## config.mk

```make
export PLATFORM = sky130hd
export DESIGN_NAME = lab0_alu_bist
export DESIGN_NICKNAME = d
export VERILOG_FILES = /design/src/rtl/lab0_alu_bist.sv
export SDC_FILE = /design/constraint.sdc
export NUM_CORES = 1
export LEC_CHECK = 0
export BUFFER_PORTS_ARGS = -buffer_cell sky130_fd_sc_hd__buf_2
export CORE_MARGIN = 2
export CORE_UTILIZATION = 55
export CTS_BUF_LIST = sky130_fd_sc_hd__clkbuf_8
export DETAILED_ROUTE_END_ITERATION = 7
export PLACE_DENSITY = 0.8
export SYNTH_ARGS = -nofsm -noshare
export SYNTH_HDL_FRONTEND = slang
export SYNTH_SLANG_ARGS = --single-unit
```

## constraint.sdc

```tcl
create_clock -name clk -period 3.15 [get_ports clk]
set_input_delay 0.63 -clock clk [delete_from_list [all_inputs] [get_ports clk]]
set_output_delay 0.63 -clock clk [all_outputs]
set_load 0.02 [all_outputs]
```

## src/rtl/lab0_alu_bist.sv

```systemverilog
// lab0_alu_bist: on-chip exhaustive stimulus/checker for the lab0_top AND/OR datapath.
// Optional build macro LAB0_BIST_STOP_ON_FAIL_EN ends the sweep at the first mismatching vector.
module lab0_alu_bist #(
  parameter int SETTLE_CYCLES = 2,
  parameter int ERR_W         = 10
) (
  input  logic             clk,
  input  logic             rst,
  input  logic             start,
  output logic             left_pushbutton,
  output logic             right_pushbutton,
  output logic [3:0]       A,
  output logic [3:0]       B,
  input  logic [3:0]       result,
  output logic             busy,
  output logic             done,
  output logic             pass,
  output logic [ERR_W-1:0] err_count,
  output logic             fail_op,
  output logic [3:0]       fail_a,
  output logic [3:0]       fail_b,
  output logic [3:0]       fail_result
);

  typedef enum logic [2:0] {
    ST_IDLE   = 3'd0,
    ST_DRIVE  = 3'd1,
    ST_SETTLE = 3'd2,
    ST_CHECK  = 3'd3,
    ST_DONE   = 3'd4
  } state_t;

  localparam logic [8:0]       LAST_INDEX  = 9'd511;
  localparam logic [3:0]       SETTLE_LOAD = 4'(SETTLE_CYCLES - 1);
  localparam logic [ERR_W-1:0] ERR_ZERO    = {ERR_W{1'b0}};
  localparam logic [ERR_W-1:0] ERR_MAX     = {ERR_W{1'b1}};
  localparam logic [ERR_W-1:0] ERR_ONE     = {{(ERR_W-1){1'b0}}, 1'b1};

  // Reference behaviour of lab0_top: op 0 is AND, op 1 is OR.
  function automatic logic [3:0] golden_result(input logic op, input logic [3:0] a, input logic [3:0] b);
    if (op) begin
      golden_result = a | b;
    end else begin
      golden_result = a & b;
    end
  endfunction

  state_t           state_r, state_s;
  logic [8:0]       index_r, index_s;
  logic [3:0]       settle_cnt_r, settle_cnt_s;
  logic             left_r, left_s;
  logic             right_r, right_s;
  logic [3:0]       a_r, a_s;
  logic [3:0]       b_r, b_s;
  logic             busy_r, busy_s;
  logic             done_r, done_s;
  logic             pass_r, pass_s;
  logic [ERR_W-1:0] err_count_r, err_count_s;
  logic             fail_seen_r, fail_seen_s;
  logic             fail_op_r, fail_op_s;
  logic [3:0]       fail_a_r, fail_a_s;
  logic [3:0]       fail_b_r, fail_b_s;
  logic [3:0]       fail_result_r, fail_result_s;
  logic             mismatch_s;
  logic             stop_s;
  logic             begin_sweep_s;

  // The op currently driven is carried by the right button (one-hot during a sweep).
  assign mismatch_s = (result != golden_result(right_r, a_r, b_r));

  // Next-state and next-output logic for the sweep sequencer.
  always_comb begin
    state_s       = state_r;
    index_s       = index_r;
    settle_cnt_s  = settle_cnt_r;
    left_s        = left_r;
    right_s       = right_r;
    a_s           = a_r;
    b_s           = b_r;
    busy_s        = busy_r;
    done_s        = done_r;
    pass_s        = pass_r;
    err_count_s   = err_count_r;
    fail_seen_s   = fail_seen_r;
    fail_op_s     = fail_op_r;
    fail_a_s      = fail_a_r;
    fail_b_s      = fail_b_r;
    fail_result_s = fail_result_r;
    stop_s        = 1'b0;
    begin_sweep_s = 1'b0;

    case (state_r)
      ST_IDLE: begin
        left_s  = 1'b0;
        right_s = 1'b0;
        a_s     = 4'h0;
        b_s     = 4'h0;
        busy_s  = 1'b0;
        if (start) begin
          begin_sweep_s = 1'b1;
        end else begin
          begin_sweep_s = 1'b0;
        end
      end

      ST_DRIVE: begin
        left_s       = ~index_r[8];
        right_s      = index_r[8];
        a_s          = index_r[7:4];
        b_s          = index_r[3:0];
        settle_cnt_s = SETTLE_LOAD;
        state_s      = ST_SETTLE;
      end

      ST_SETTLE: begin
        if (settle_cnt_r == 4'd0) begin
          state_s = ST_CHECK;
        end else begin
          settle_cnt_s = settle_cnt_r - 4'd1;
        end
      end

      ST_CHECK: begin
        if (mismatch_s) begin
          if (err_count_r != ERR_MAX) begin
            err_count_s = err_count_r + ERR_ONE;
          end else begin
            err_count_s = err_count_r;
          end
          // A separate flag, not the captured values, marks the first failure.
          if (!fail_seen_r) begin
            fail_seen_s   = 1'b1;
            fail_op_s     = right_r;
            fail_a_s      = a_r;
            fail_b_s      = b_r;
            fail_result_s = result;
          end else begin
            fail_seen_s   = fail_seen_r;
          end
        end else begin
          err_count_s = err_count_r;
        end
`ifdef LAB0_BIST_STOP_ON_FAIL_EN
        stop_s = mismatch_s;
`else
        stop_s = 1'b0;
`endif
        if ((index_r == LAST_INDEX) || stop_s) begin
          state_s = ST_DONE;
          busy_s  = 1'b0;
          done_s  = 1'b1;
          pass_s  = (err_count_s == ERR_ZERO);
          left_s  = 1'b0;
          right_s = 1'b0;
          a_s     = 4'h0;
          b_s     = 4'h0;
        end else begin
          index_s = index_r + 9'd1;
          state_s = ST_DRIVE;
        end
      end

      ST_DONE: begin
        if (start) begin
          begin_sweep_s = 1'b1;
        end else begin
          begin_sweep_s = 1'b0;
        end
      end

      default: begin
        state_s = ST_IDLE;
        left_s  = 1'b0;
        right_s = 1'b0;
        a_s     = 4'h0;
        b_s     = 4'h0;
        busy_s  = 1'b0;
        done_s  = 1'b0;
        pass_s  = 1'b0;
      end
    endcase

    if (begin_sweep_s) begin
      state_s       = ST_DRIVE;
      index_s       = 9'd0;
      err_count_s   = ERR_ZERO;
      fail_seen_s   = 1'b0;
      fail_op_s     = 1'b0;
      fail_a_s      = 4'h0;
      fail_b_s      = 4'h0;
      fail_result_s = 4'h0;
      done_s        = 1'b0;
      pass_s        = 1'b0;
      busy_s        = 1'b1;
    end else begin
      busy_s        = busy_s;
    end
  end

  // State and output registers with synchronous reset.
  always_ff @(posedge clk) begin
    if (rst) begin
      state_r       <= ST_IDLE;
      index_r       <= 9'd0;
      settle_cnt_r  <= 4'd0;
      left_r        <= 1'b0;
      right_r       <= 1'b0;
      a_r           <= 4'h0;
      b_r           <= 4'h0;
      busy_r        <= 1'b0;
      done_r        <= 1'b0;
      pass_r        <= 1'b0;
      err_count_r   <= ERR_ZERO;
      fail_seen_r   <= 1'b0;
      fail_op_r     <= 1'b0;
      fail_a_r      <= 4'h0;
      fail_b_r      <= 4'h0;
      fail_result_r <= 4'h0;
    end else begin
      state_r       <= state_s;
      index_r       <= index_s;
      settle_cnt_r  <= settle_cnt_s;
      left_r        <= left_s;
      right_r       <= right_s;
      a_r           <= a_s;
      b_r           <= b_s;
      busy_r        <= busy_s;
      done_r        <= done_s;
      pass_r        <= pass_s;
      err_count_r   <= err_count_s;
      fail_seen_r   <= fail_seen_s;
      fail_op_r     <= fail_op_s;
      fail_a_r      <= fail_a_s;
      fail_b_r      <= fail_b_s;
      fail_result_r <= fail_result_s;
    end
  end

  assign left_pushbutton  = left_r;
  assign right_pushbutton = right_r;
  assign A                = a_r;
  assign B                = b_r;
  assign busy             = busy_r;
  assign done             = done_r;
  assign pass             = pass_r;
  assign err_count        = err_count_r;
  assign fail_op          = fail_op_r;
  assign fail_a           = fail_a_r;
  assign fail_b           = fail_b_r;
  assign fail_result      = fail_result_r;

endmodule

```

Word level (Yosys, flattened, before mapping)
Index checks and enable logic that the tools add are counted.

Output and inout port bits: 36. Register bits: 53. Bits of input ports: 7.

Mux-type cells: 24. Bitwise gates (word level): 8. Reduce and logical (&&, ||, !) cells: 18. Add/subtract/negate cells: 3. Eq/ne operators: 14.

Operator list (count): 2-to-1 mux 10 bit (3); one-hot mux 4 bit (3 select lines) (2); AND reduction 2 bit (8); 2-to-1 mux 4 bit (3); one-hot mux 3 bit (4 select lines) (1); adder 10 x 1 -> 10 bit (second input constant) (1); logical NOT 10 bit (1); != test 10 bit (second input constant) (1); adder 9 x 1 -> 9 bit (second input constant) (1); equality test 9 bit (second input constant) (1); one-hot mux 4 bit (2 select lines) (1); 2-to-1 mux 1 bit (7); equality test 3 x 2 -> 1 bit (second input constant) (2); 2-to-1 mux 3 bit (2); != test 2 bit (second input constant) (3); != test 3 bit (second input constant) (2); NOT 1 bit (6); one-hot mux 1 bit (2 select lines) (3); one-hot mux 1 bit (3 select lines) (2); OR reduction 2 bit (3); AND 4 bit (1); logical NOT 4 bit (1); != test 2 x 1 -> 1 bit (second input constant) (2); != test 4 bit (1); other kinds (9) (9).

Longest topological paths before layout
Depth after elaboration: 8. Mapped depth: 9. Depth with buffers taken out: 9.

Least setup slack after synthesis
No wires, ideal clock.

Kind: register to register. Start point: reg err_count_r[0] (netlist: err_count[0]). End point: reg pass_r (netlist: pass). Arrival: 2.119 ns. Setup time: 0.072 ns. Required time: 3.078 ns. Cell stages (with the launch flop): 9. Clock period less this slack: 2.191 ns. Path slack: 0.959 ns. Path through: dfxtp_1 ha_1 nand4_2 or3_1 buf_2 mux2i_1 o21ai_1 nor4bb_1 a2bb2oi_1.

Word-level cells in the longest chain between the ends: 7. Elaborated cells on any way between the ends: 8.

RTL lines: from (decl) (RTL line 58) `logic [ERR_W-1:0] err_count_r, err_count_s;`; from (signal assigned) (RTL line 230) `err_count_r <= err_count_s;`; adder 10 x 1 -> 10 bit / != test 10 bit (equally long branches) (RTL line 126, 125); 2-to-1 mux 10 bit (RTL line 125) `if (err_count_r != ERR_MAX) begin`; 2-to-1 mux 10 bit (*) (RTL line 124) `if (mismatch_s) begin`; 2-to-1 mux 10 bit (*) (RTL line 92) `case (state_r)`; logical NOT 10 bit (*) (RTL line 152) `pass_s = (err_count_s == ERR_ZERO);`; 2-to-1 mux 1 bit (*) (RTL line 148) `if ((index_r == LAST_INDEX) || stop_s) begin`; one-hot mux 1 bit (2 select lines) (*) (RTL line 92); to (signal assigned) (RTL line 229) `pass_r <= pass_s;`; to (decl) (RTL line 57) `logic pass_r, pass_s;`.

Mark *: on every way between the ends. The rest lies on a longest branch, timed or not. The select of a mux whose other input is x is not followed. A chain may end at the register's enable or synchronous reset.

Worst setup path in the final report
Start point: reg index_r[0]. End point: reg pass_r (netlist: pass).

Word-level cells in the longest chain between the ends: 3.

RTL lines: from (decl) (RTL line 49) `logic [8:0] index_r, index_s;`; from (signal assigned) (RTL line 221) `index_r <= index_s;`; equality test 9 bit (RTL line 148); != test 2 bit (no source line); AND reduction 2 bit (no source line).

No other way between the ends.

==> flow_summary_export.csv <==
group,metric,value,unit
logic_synthesis,async_flop_share,0,%
logic_synthesis,synth.area.top_cells,"dfxtp_1, nor2_1, mux2i_1",
cts,cts_tree,"built",
pwr,leakagePower,1.13,nW
job,max_cap_violations,0,
cts,clockBufferDepth,2,
cts,htree_num_levels,2,
sta,finalHoldViolCount,0,
hold_path,min_path_type,"register to register",
pwr,peakVddDrop,0.336,mV
floorplan,core-area,4440,µm²
cells_and_area,drive_gt1_share,18.3,%
routing,first_pass_iters,5,
sta,rsz0062_at_grt,"no",
cts,clock_sinks,53,
floorplan,die_y,72.7,µm
cts,path_clk_slew,0.09,ns
global_routing,grt_max_degree,21,
routing,vias_per_cell,5.98,
cells_and_area,num_antenna_cells,0,
cells_and_area,fin_nets,345,
global_routing,grt-ovfl-total,0,
global_routing,gr-usage-met3,5.52,%
routing,drt-initial-drc-count,207,
logic_synthesis,yosysSeqAreaShare,40.9,%
logic_synthesis,synth_common_cells,"nor2_1, dfxtp_1, nand2_1, mux2i_1",
place,port_buffers,42,
logic_synthesis,yosysTopAreaCellShare,40.9,%
routing,remaining_drc_errors,0,
cts,ctsResizeCount,0,
cts,clk_latency,0.32,ns
cts,cts_made_buffers,5,
logic_synthesis,syn_nets,312,
status,status,"finished, final reports clean",
setup_path,crit_fanout,11,
logic_synthesis,synth.most_common_cell,"nor2_1",
setup_path,max_stage_delay,0.74,ns
place,hpwlAfterDp,4090,µm
sta,worstMarginPinSlew,0.931,ns
sta,clock_skew,0.0134,ns
pwr,p_total,0.00149,W
setup_path,cp_num_buf_inv,0,
setup_path,worstPathRequired,3.39,ns
setup_path,arrival,2.77,ns
global_routing,grt_pass1_wl,9430,µm
logic_synthesis,synth_cells,300,
logic_synthesis,synth_top_cell_by_area,"dfxtp_1",
logic_synthesis,synth.avg_cell_area,8.64,µm²
global_routing,use_met1,31.8,%
sta,finalCriticalPeriod,2.53,ns
floorplan,die_area,5280,µm²
logic_synthesis,ys_ff_latch,53,
floorplan,start_util,58.3,%
cells_and_area,utilization,65.1,%
setup_path,critPathKind,"register to register",
place,place_congestion,0.873,
cts,root_buffer,"clkbuf_8",
setup_path,crit_path_end_kind,"register",
logic_synthesis,syn_area,2590,µm²
global_routing,antenna_found_initial,0,
cts,cts_setup_buffers,0,
floorplan,ioPinCount,43,
sta,max_freq,396,MHz
global_routing,grtUsageTotal,22.8,%
floorplan,core.rowCount,24,
cells_and_area,final_area,2890,µm²
setup_path,crit_family,"compound AO/OA/AOI/OAI gates",
setup_path,start_kind,"register",
logic_synthesis,yosysWarnings,0,
routing,wl_per_cell,15.1,µm
routing,routed_wl,5840,µm
sta,finalSetupViolCount,0,
sta,slew_headroom,37.9,%
logic_synthesis,synth_flop_cell,"dfxtp_1",
pwr,power_density,515,nW/µm²
floorplan,die_w,72.7,µm
routing,ant_nets,0,
cells_and_area,area_growth_syn_to_layout,11.5,%
cts,cts_hold_buf,0,
logic_synthesis,synth-edff-count,0,
sta,tns,0,ns
logic_synthesis,synth_cell_types,49,
sta,finalMaxSlewViolations,0,
setup_path,critPathSlowestCell,"o22ai_1",
global_routing,grt-busiest-layer,"met2",
routing,num_vias,2309,
sta,final.period_utilization,80.2,%
place,placed_area,2800,µm²
setup_path,path_cells,"ha_1, nand3_1, nor2_1, ha_1, nand2b_1, o22ai_1, o211a_1, o21bai_1, a2bb2oi_1",
global_routing,grt_pass1_vias,1969,
global_routing,met2_usage,35.4,%
setup_path,crit_top_cell,"ha_1",
cells in the final DEF, fill, tap and decap left out, types with 5 or more instances in the layout:
master	count
a211oi_1	10
a21oi_1	12
a22oi_1	11
and3_1	5
buf_2	42
clkbuf_8	5
dfxtp_1	53
ha_1	5
mux2i_1	17
nand2_1	19
nand2b_1	5
nand3_1	9
nand4_1	6
nor2_1	54
nor3_1	5
nor4_1	5
o21ai_0	11
xnor2_1	5
xor2_1	5
report_power, final:
part	internal, W	leakage [nW]	switching [W]
combinational	0.000119	0.664	0.000219
clock	0.000162	0.0423	0.000234
sequential	0.000701	0.428	0.0000538
flip-flops by register name, indices dropped and copies added (netlist names):
| name | cells |
|---|---|
| pass | 1 |
| B | 4 |
| A | 4 |
| err_count | 10 |
| busy | 1 |
| state_r | 3 |
| done | 1 |
| left_pushbutton | 1 |
| fail_b | 4 |
| settle_cnt_r | 4 |
| index_r | 9 |
| fail_op | 1 |
| right_pushbutton | 1 |
| fail_a | 4 |
| fail_result | 4 |
| fail_seen_r | 1 |
path summary, 6_finish.rpt:
path,slack (ns),depth (start not counted),from,end
worst max register to register,0.62,9,index_r[0],pass
worst min register to register,0.46,2,done,done
worst min-delay path,0.46,2,done,done
worst max-delay path,0.62,9,index_r[0],pass
metal layers:
metal / up-vias / routed length [µm]
met4: 0 / 66
met1: 1077 / 2760
li1: 1154 / -
met2: 69 / 2730
met5: - / 0
met3: 9 / 283
worst min-delay path: cells and delay by family (launching register included):
family	cells	cell delay, ns
flops	1	0.32
compound gates	1	0.06
simple gates	1	0.05
layout make-up:
cell class / count / area, µm²
multi-input cells: 224 / 1420
clock buffers: 5 / 68.8
repair buffers: 45 / 233
flip-flops and latches: 53 / 1060
clock inverters: 3 / 26.3
well taps: 52 / 65.1
inverters: 4 / 15.0
fillers: 403 / 1550
stage by stage:
step / setup WS, ns / cells / hold WS (ns)
2_1_floorplan: 0.959 / 300 / 0.431
3_3_place_gp: 0.748 / 378 / 0.442
3_5_place_dp: 0.646 / 378 / 0.446
4_1_cts: 0.634 / 386 / 0.459
5_1_grt: 0.449 / 386 / 0.479
6_report: 0.623 / 386 / 0.461
kinds of logic after synthesis:
group	synth area share, %
AO/OA/AOI/OAI	19.5
multiplexers	6.56
buffers and inverters	4.20
XOR/XNOR	3.38
flip-flops	40.9
AND/OR/NAND/NOR	22.6
adder cells (fa/ha/maj)	2.85
Note: power is estimated with default switching activity, not from simulation.
